--- config.mk ---
export PLATFORM = sky130hd
export DESIGN_NAME = serial_subtractor
export DESIGN_NICKNAME = d
export VERILOG_FILES = /design/src/rtl/serial_subtractor.sv
export SDC_FILE = /design/constraint.sdc
export NUM_CORES = 1
export LEC_CHECK = 0
export CAP_MARGIN = 15
export CORE_AREA = 2 2 48 50
export CTS_CLUSTER_SIZE = 20
export DETAILED_ROUTE_END_ITERATION = 16
export DIE_AREA = 0 0 50 52
export PLACE_DENSITY = 0.85
export SLEW_MARGIN = 20
export SYNTH_ARGS = -nofsm -noshare
export SYNTH_HDL_FRONTEND = slang
export SYNTH_SLANG_ARGS = --single-unit
--- constraint.sdc ---
create_clock -name clk -period 4.25 [get_ports clk]
set_clock_uncertainty 0.15 [all_clocks]
set_input_delay 0.85 -clock clk [delete_from_list [all_inputs] [get_ports clk]]
set_output_delay 0.85 -clock clk [all_outputs]
set_load 0.01 [all_outputs]
--- src/rtl/serial_subtractor.sv ---
// Bit-serial subtractor: computes A - B - Bin one bit per clock, LSB first.
// Diff/Bout are updated only at the completion edge, which is flagged by done.
module serial_subtractor #(
    parameter int WIDTH = 4
) (
    input  logic             clk,
    input  logic             rst_n,
    input  logic             start,
    input  logic [WIDTH-1:0] A,
    input  logic [WIDTH-1:0] B,
    input  logic             Bin,
    output logic             busy,
    output logic             done,
    output logic [WIDTH-1:0] Diff,
    output logic             Bout
);

    localparam int CW = $clog2(WIDTH);

    typedef enum logic [1:0] {
        IDLE,
        SHIFT,
        DONE
    } state_t;

    state_t           state;
    state_t           state_nx;
    logic [CW-1:0]    cnt;
    logic [WIDTH-1:0] a_sr;
    logic [WIDTH-1:0] b_sr;
    logic [WIDTH-1:0] d_sr;
    logic             br;
    logic             bit_a;
    logic             bit_b;
    logic             bit_d;
    logic             br_nx;
    logic             last;
    logic [WIDTH-1:0] d_full;

    assign bit_a  = a_sr[0];
    assign bit_b  = b_sr[0];
    assign bit_d  = bit_a ^ bit_b ^ br;
    assign br_nx  = (~bit_a & bit_b) | (~(bit_a ^ bit_b) & br);
    assign last   = (cnt == CW'(WIDTH - 1));
    assign d_full = {bit_d, d_sr[WIDTH-1:1]};

    always_ff @(posedge clk or negedge rst_n) begin
        if (!rst_n) begin
            state <= IDLE;
        end else begin
            state <= state_nx;
        end
    end

    always_comb begin
        state_nx = state;
        unique case (state)
            IDLE:    if (start) state_nx = SHIFT;
            SHIFT:   if (last) state_nx = DONE;
            DONE:    state_nx = IDLE;
            default: state_nx = IDLE;
        endcase
    end

    always_comb begin
        busy = (state != IDLE);
        done = (state == DONE);
    end

    // Datapath; the result registers are written only on the final bit.
    always_ff @(posedge clk or negedge rst_n) begin
        if (!rst_n) begin
            cnt  <= '0;
            a_sr <= '0;
            b_sr <= '0;
            d_sr <= '0;
            br   <= 1'b0;
            Diff <= '0;
            Bout <= 1'b0;
        end else begin
            unique case (state)
                IDLE: begin
                    if (start) begin
                        cnt  <= '0;
                        a_sr <= A;
                        b_sr <= B;
                        d_sr <= '0;
                        br   <= Bin;
                    end
                end
                SHIFT: begin
                    a_sr <= a_sr >> 1;
                    b_sr <= b_sr >> 1;
                    d_sr <= d_full;
                    br   <= br_nx;
                    if (last) begin
                        Diff <= d_full;
                        Bout <= br_nx;
                    end else begin
                        cnt <= cnt + 1'b1;
                    end
                end
                DONE: begin
                end
                default: begin
                end
            endcase
        end
    end

endmodule

== Word-level counts from Yosys, hierarchy flattened ==
Cells that the tools add are included.

* Logic and storage cells: 43
* Register bits after elaboration: 22
* Output and inout port bits: 7
* Input bits: 12

* Reduce and logical (&&, ||, !) cells: 7
* Add/subtract/negate cells: 1
* Equal/unequal tests: 6
* Mux-type cells: 14
* Bitwise gates (word level): 7

{| class="wikitable"
|+ Operator list
! operator !! count
|-
| 4-bit case mux with 2 select lines || 3
|-
| 4-bit 2-to-1 mux || 3
|-
| 2-bit 2-to-1 mux || 4
|-
| 2-bit case mux with 2 select lines || 2
|-
| 2-bit inequality test (second input constant) || 3
|-
| 2-bit AND reduction || 3
|-
| 2-bit == test (second input constant) || 2
|-
| 2-bit nonzero test || 2
|-
| 3-bit AND reduction || 1
|-
| 2-bit by 1-bit adder with 2-bit output (second input constant) || 1
|-
| 1-bit bitwise AND || 2
|-
| 2-bit by 1-bit == test with 1-bit output (second input constant) || 1
|-
| 2-bit logical NOT || 1
|-
| 1-bit inverter || 2
|-
| 1-bit case mux with 2 select lines || 1
|-
| 1-bit XOR || 2
|-
| 1-bit 2-to-1 mux || 1
|-
| 1-bit OR || 1
|}

== Depth between registers and ports, before layout ==
* Depth after elaboration: 5
* Depth in mapped cells: 4
* Gate-level depth less buffers: 4

== Worst setup path before layout ==
No wires, ideal clock.

* Kind: reg2out
* Start: register state[1]
* End: output port busy
* Required time: 3.250 ns
* Arrival time: 0.770 ns
* Stages on the path, launching flop included: 4
* Setup slack: 2.480 ns
* Buffers on the path: 1
* Cells stage by stage: dfrtp_1 -> buf_6 -> nor2_1 -> inv_1

* Word-level cells in the longest chain between the ends: 1

{| class="wikitable"
|+ RTL lines
! what !! line !! text
|-
| from (decl) || 26 || <nowiki>state_t state;</nowiki>
|-
| from (signal assigned) || 51 || <nowiki>state <= state_nx;</nowiki>
|-
| 2-bit nonzero test || 66 || <nowiki>busy = (state != IDLE);</nowiki>
|-
| to (decl) || 12 || <nowiki>output logic busy,</nowiki>
|}

No other way between the ends.

== Worst setup path after layout ==
* Start: register state[1]
* End: output port done

* Word-level cells in the longest chain between the ends: 1

{| class="wikitable"
|+ RTL lines
! what !! line !! text
|-
| 2-bit == test || 67 || <nowiki>done = (state == DONE);</nowiki>
|-
| to (decl) || 13 || <nowiki>output logic done,</nowiki>
|}

No other way between the ends.

==> impl_metrics.env <==
export IMPL_p_int_mw=0.532
export IMPL_drt_pass1_iterations=4
export IMPL_die_h_um=52
export IMPL_antenna_found_initial=0
export IMPL_clkPwrFrac=0.110
export IMPL_max_freq_ghz=0.357
export IMPL_nets=120
export IMPL_cts_setup_buffers=0
export IMPL_hold_class="reg2reg"
export IMPL_clk_latency_ns=0.29
export IMPL_ant_nets=0
export IMPL_cts_buffers=3
export IMPL_overflow=0
export IMPL_combPwrFrac=0.442
export IMPL_setup_tns_ns=0
export IMPL_synthAdderAreaFrac=0.0327
export IMPL_synth_area_um2=996
export IMPL_layout_common_cells="dfrtp_1, clkdlybuf4s50_1, o22ai_1"
export IMPL_syn_to_final_growth_pct=21.2
export IMPL_avgRoutedWirePerCell_um=14.0
export IMPL_yosys_area_top_type_share=0.528
export IMPL_ys_warnings_count=0
export IMPL_n_antenna_cell=0
export IMPL_cpMaxStageDelayCell="dfrtp_1"
export IMPL_vdd_drop_max_mv=0.327
export IMPL_final_common_cell="dfrtp_1"
export IMPL_reg2reg_setup_slack_ns=2.72
export IMPL_avgSynthCellArea_um2=11.6
export IMPL_start_util=0.473
export IMPL_drtIter0Drc=15
export IMPL_place_congestion=0.790
export IMPL_io_pins=19
export IMPL_synthCells=86
export IMPL_grt_setup_unrepaired="false"
export IMPL_synthFlopType="dfrtp_1"
export IMPL_ys_ff_latch=21
export IMPL_grt_pass1_wl_um=2990
export IMPL_synth_edf_count=0
export IMPL_synth_simple_area_share=0.129
export IMPL_synth_area_leaders="dfrtp_1, mux2_4, o22ai_1, a21oi_1, a22o_1"
export IMPL_wl_um=1860
export IMPL_cp_arrival_ns=1.80
export IMPL_worstSetupPathType="reg2out"
export IMPL_crit_family="buffers and inverters"
export IMPL_hold_viol=0
export IMPL_coreArea_um2=2110
export IMPL_p_total_mw=0.835
export IMPL_cts_clk_slew_worst_paths_ns=0.11
export IMPL_ctsResizeCount=0
export IMPL_status="complete, no violations"
export IMPL_crit_buf_inv=2
export IMPL_holdBufCountCts=0
export IMPL_synth_compound_area_frac=0.197
export IMPL_critPathMaxStageDelay_ns=0.63
export IMPL_drive_above_1_share=0.143
export IMPL_yosys_area_share_xor_xnor=0
export IMPL_post_route_min_period_ns=2.80
export IMPL_swShare=0.362
export IMPL_grt_pass1_vias=675
export IMPL_slew_viol_final=0
export IMPL_vias=747
export IMPL_finalCritPeriodShare=0.659
export IMPL_drv_cap=0
export IMPL_synthMuxAreaShare=0.0603
export IMPL_crit_path_end_kind="output pin"
export IMPL_die_area_um2=2600
export IMPL_crit_fanout=15
export IMPL_p_leak_nw=0.541
export IMPL_synth_top_family_by_area="compound AO/OA/AOI/OAI gates"
export IMPL_synth_area_leader_cell="dfrtp_1"
export IMPL_drc=0
export IMPL_cts_root_buf="clkbuf_4"
export IMPL_ctsHtreeMaxLevel=1
export IMPL_synthesis_nets=100
export IMPL_cts_sinks=21
export IMPL_power_density_nw_per_um2=691
export IMPL_async_flop_share=1.00
export IMPL_path_cells="inv_1 -> nor2_1 -> clkdlybuf4s50_1"
export IMPL_worst_pin_slew_ns=0.914
export IMPL_num_rows=17
export IMPL_track_usage=0.150
export IMPL_p_switching_mw=0.302
export IMPL_slew_headroom=0.389
export IMPL_crit_required_ns=3.25
export IMPL_port_buffers=18
export IMPL_cts_tree="yes"
export IMPL_dp_hpwl_um=1390
export IMPL_seq_area_frac_synth=0.528
export IMPL_clk_path_buf_depth=2
export IMPL_setup_viol=0
export IMPL_synth_cell_types=27
export IMPL_crit_path_start_kind="flop"
export IMPL_die_width_um=50
export IMPL_grt_max_degree=22
export IMPL_viasPerCell=5.62
export IMPL_power_frac_seq=0.449
[power groups by stage]
stage | Combinational (mW) | Clock (mW) | Sequential, mW
5_1_grt | 0.409 | 0.106 | 0.389
4_1_cts | 0.375 | 0.0954 | 0.375
6_report | 0.369 | 0.0915 | 0.375
3_3_place_gp | 0.359 | 0 | 0.372
2_1_floorplan | 0.281 | 0 | 0.352
3_5_place_dp | 0.373 | 0 | 0.381
[synth_stat cells, types with 2 or more instances]
master / number
a21oi_1: 7
a22o_1: 3
buf_6: 2
dfrtp_1: 21
inv_1: 5
mux2_4: 4
nand2_1: 5
nand2b_1: 2
nand3b_1: 2
nor2_1: 5
o21ai_0: 5
o221a_2: 2
o22ai_1: 8
o2bb2ai_1: 2
[metal layers]
layer / GRT usage / vias to the layer above / wire length [um]
met3: 0.0172 / 2 / 72
met5: 0 / - / 0
met4: 0.0509 / 0 / 20
met2: 0.237 / 25 / 909
li1: - / 353 / -
met1: 0.215 / 367 / 856
[worst paths after layout]
kind                       endpoint  cells past startpoint  startpoint
min in group asynchronous      Bout                      1       rst_n
max in group asynchronous  state[1]                      1       rst_n
setup / recovery               done                      3    state[1]
hold / removal                 Bout                      2        Bout
setup reg to reg            d_sr[2]                      3    state[1]
hold reg to reg                Bout                      2        Bout
[cell families after synthesis]
group	after synthesis
fa+ha+maj	2
flops	21
buf+inv	9
simple gates	20
compound gates	30
mux	4
[sequential cells by signal, indices dropped and copies added (netlist names)]
signal  cells
d_sr        3
b_sr        4
state       2
a_sr        4
Bout        1
br          1
cnt         2
Diff        4
[stage by stage]
stage	setup slack, ns	utilization	hold slack (ns)	instance area [um2]	cells
after floorplan	2.48	-	0.316	996	86
after global placement	1.87	0.561	0.314	1180	129
after detailed placement	1.79	0.561	0.321	1180	129
after CTS	1.46	0.573	0.348	1210	133
after global routing	1.30	0.573	0.380	1210	133
final	1.45	0.573	0.344	1210	133
[worst min-delay path: cells and delay by family (launching register included)]
kind            cells  cell delay (ns)
flops               1             0.36
compound gates      1             0.06
simple gates        1             0.05
[cell type report]
class,count,area [um2]
multi-input combinational,56,418
inverter,6,22.5
fill,175,898
timing repair buffer,18,180
sequential,21,526
clock buffer,4,26.3
tap,28,35.0
Power figures use the tool's default switching activity.
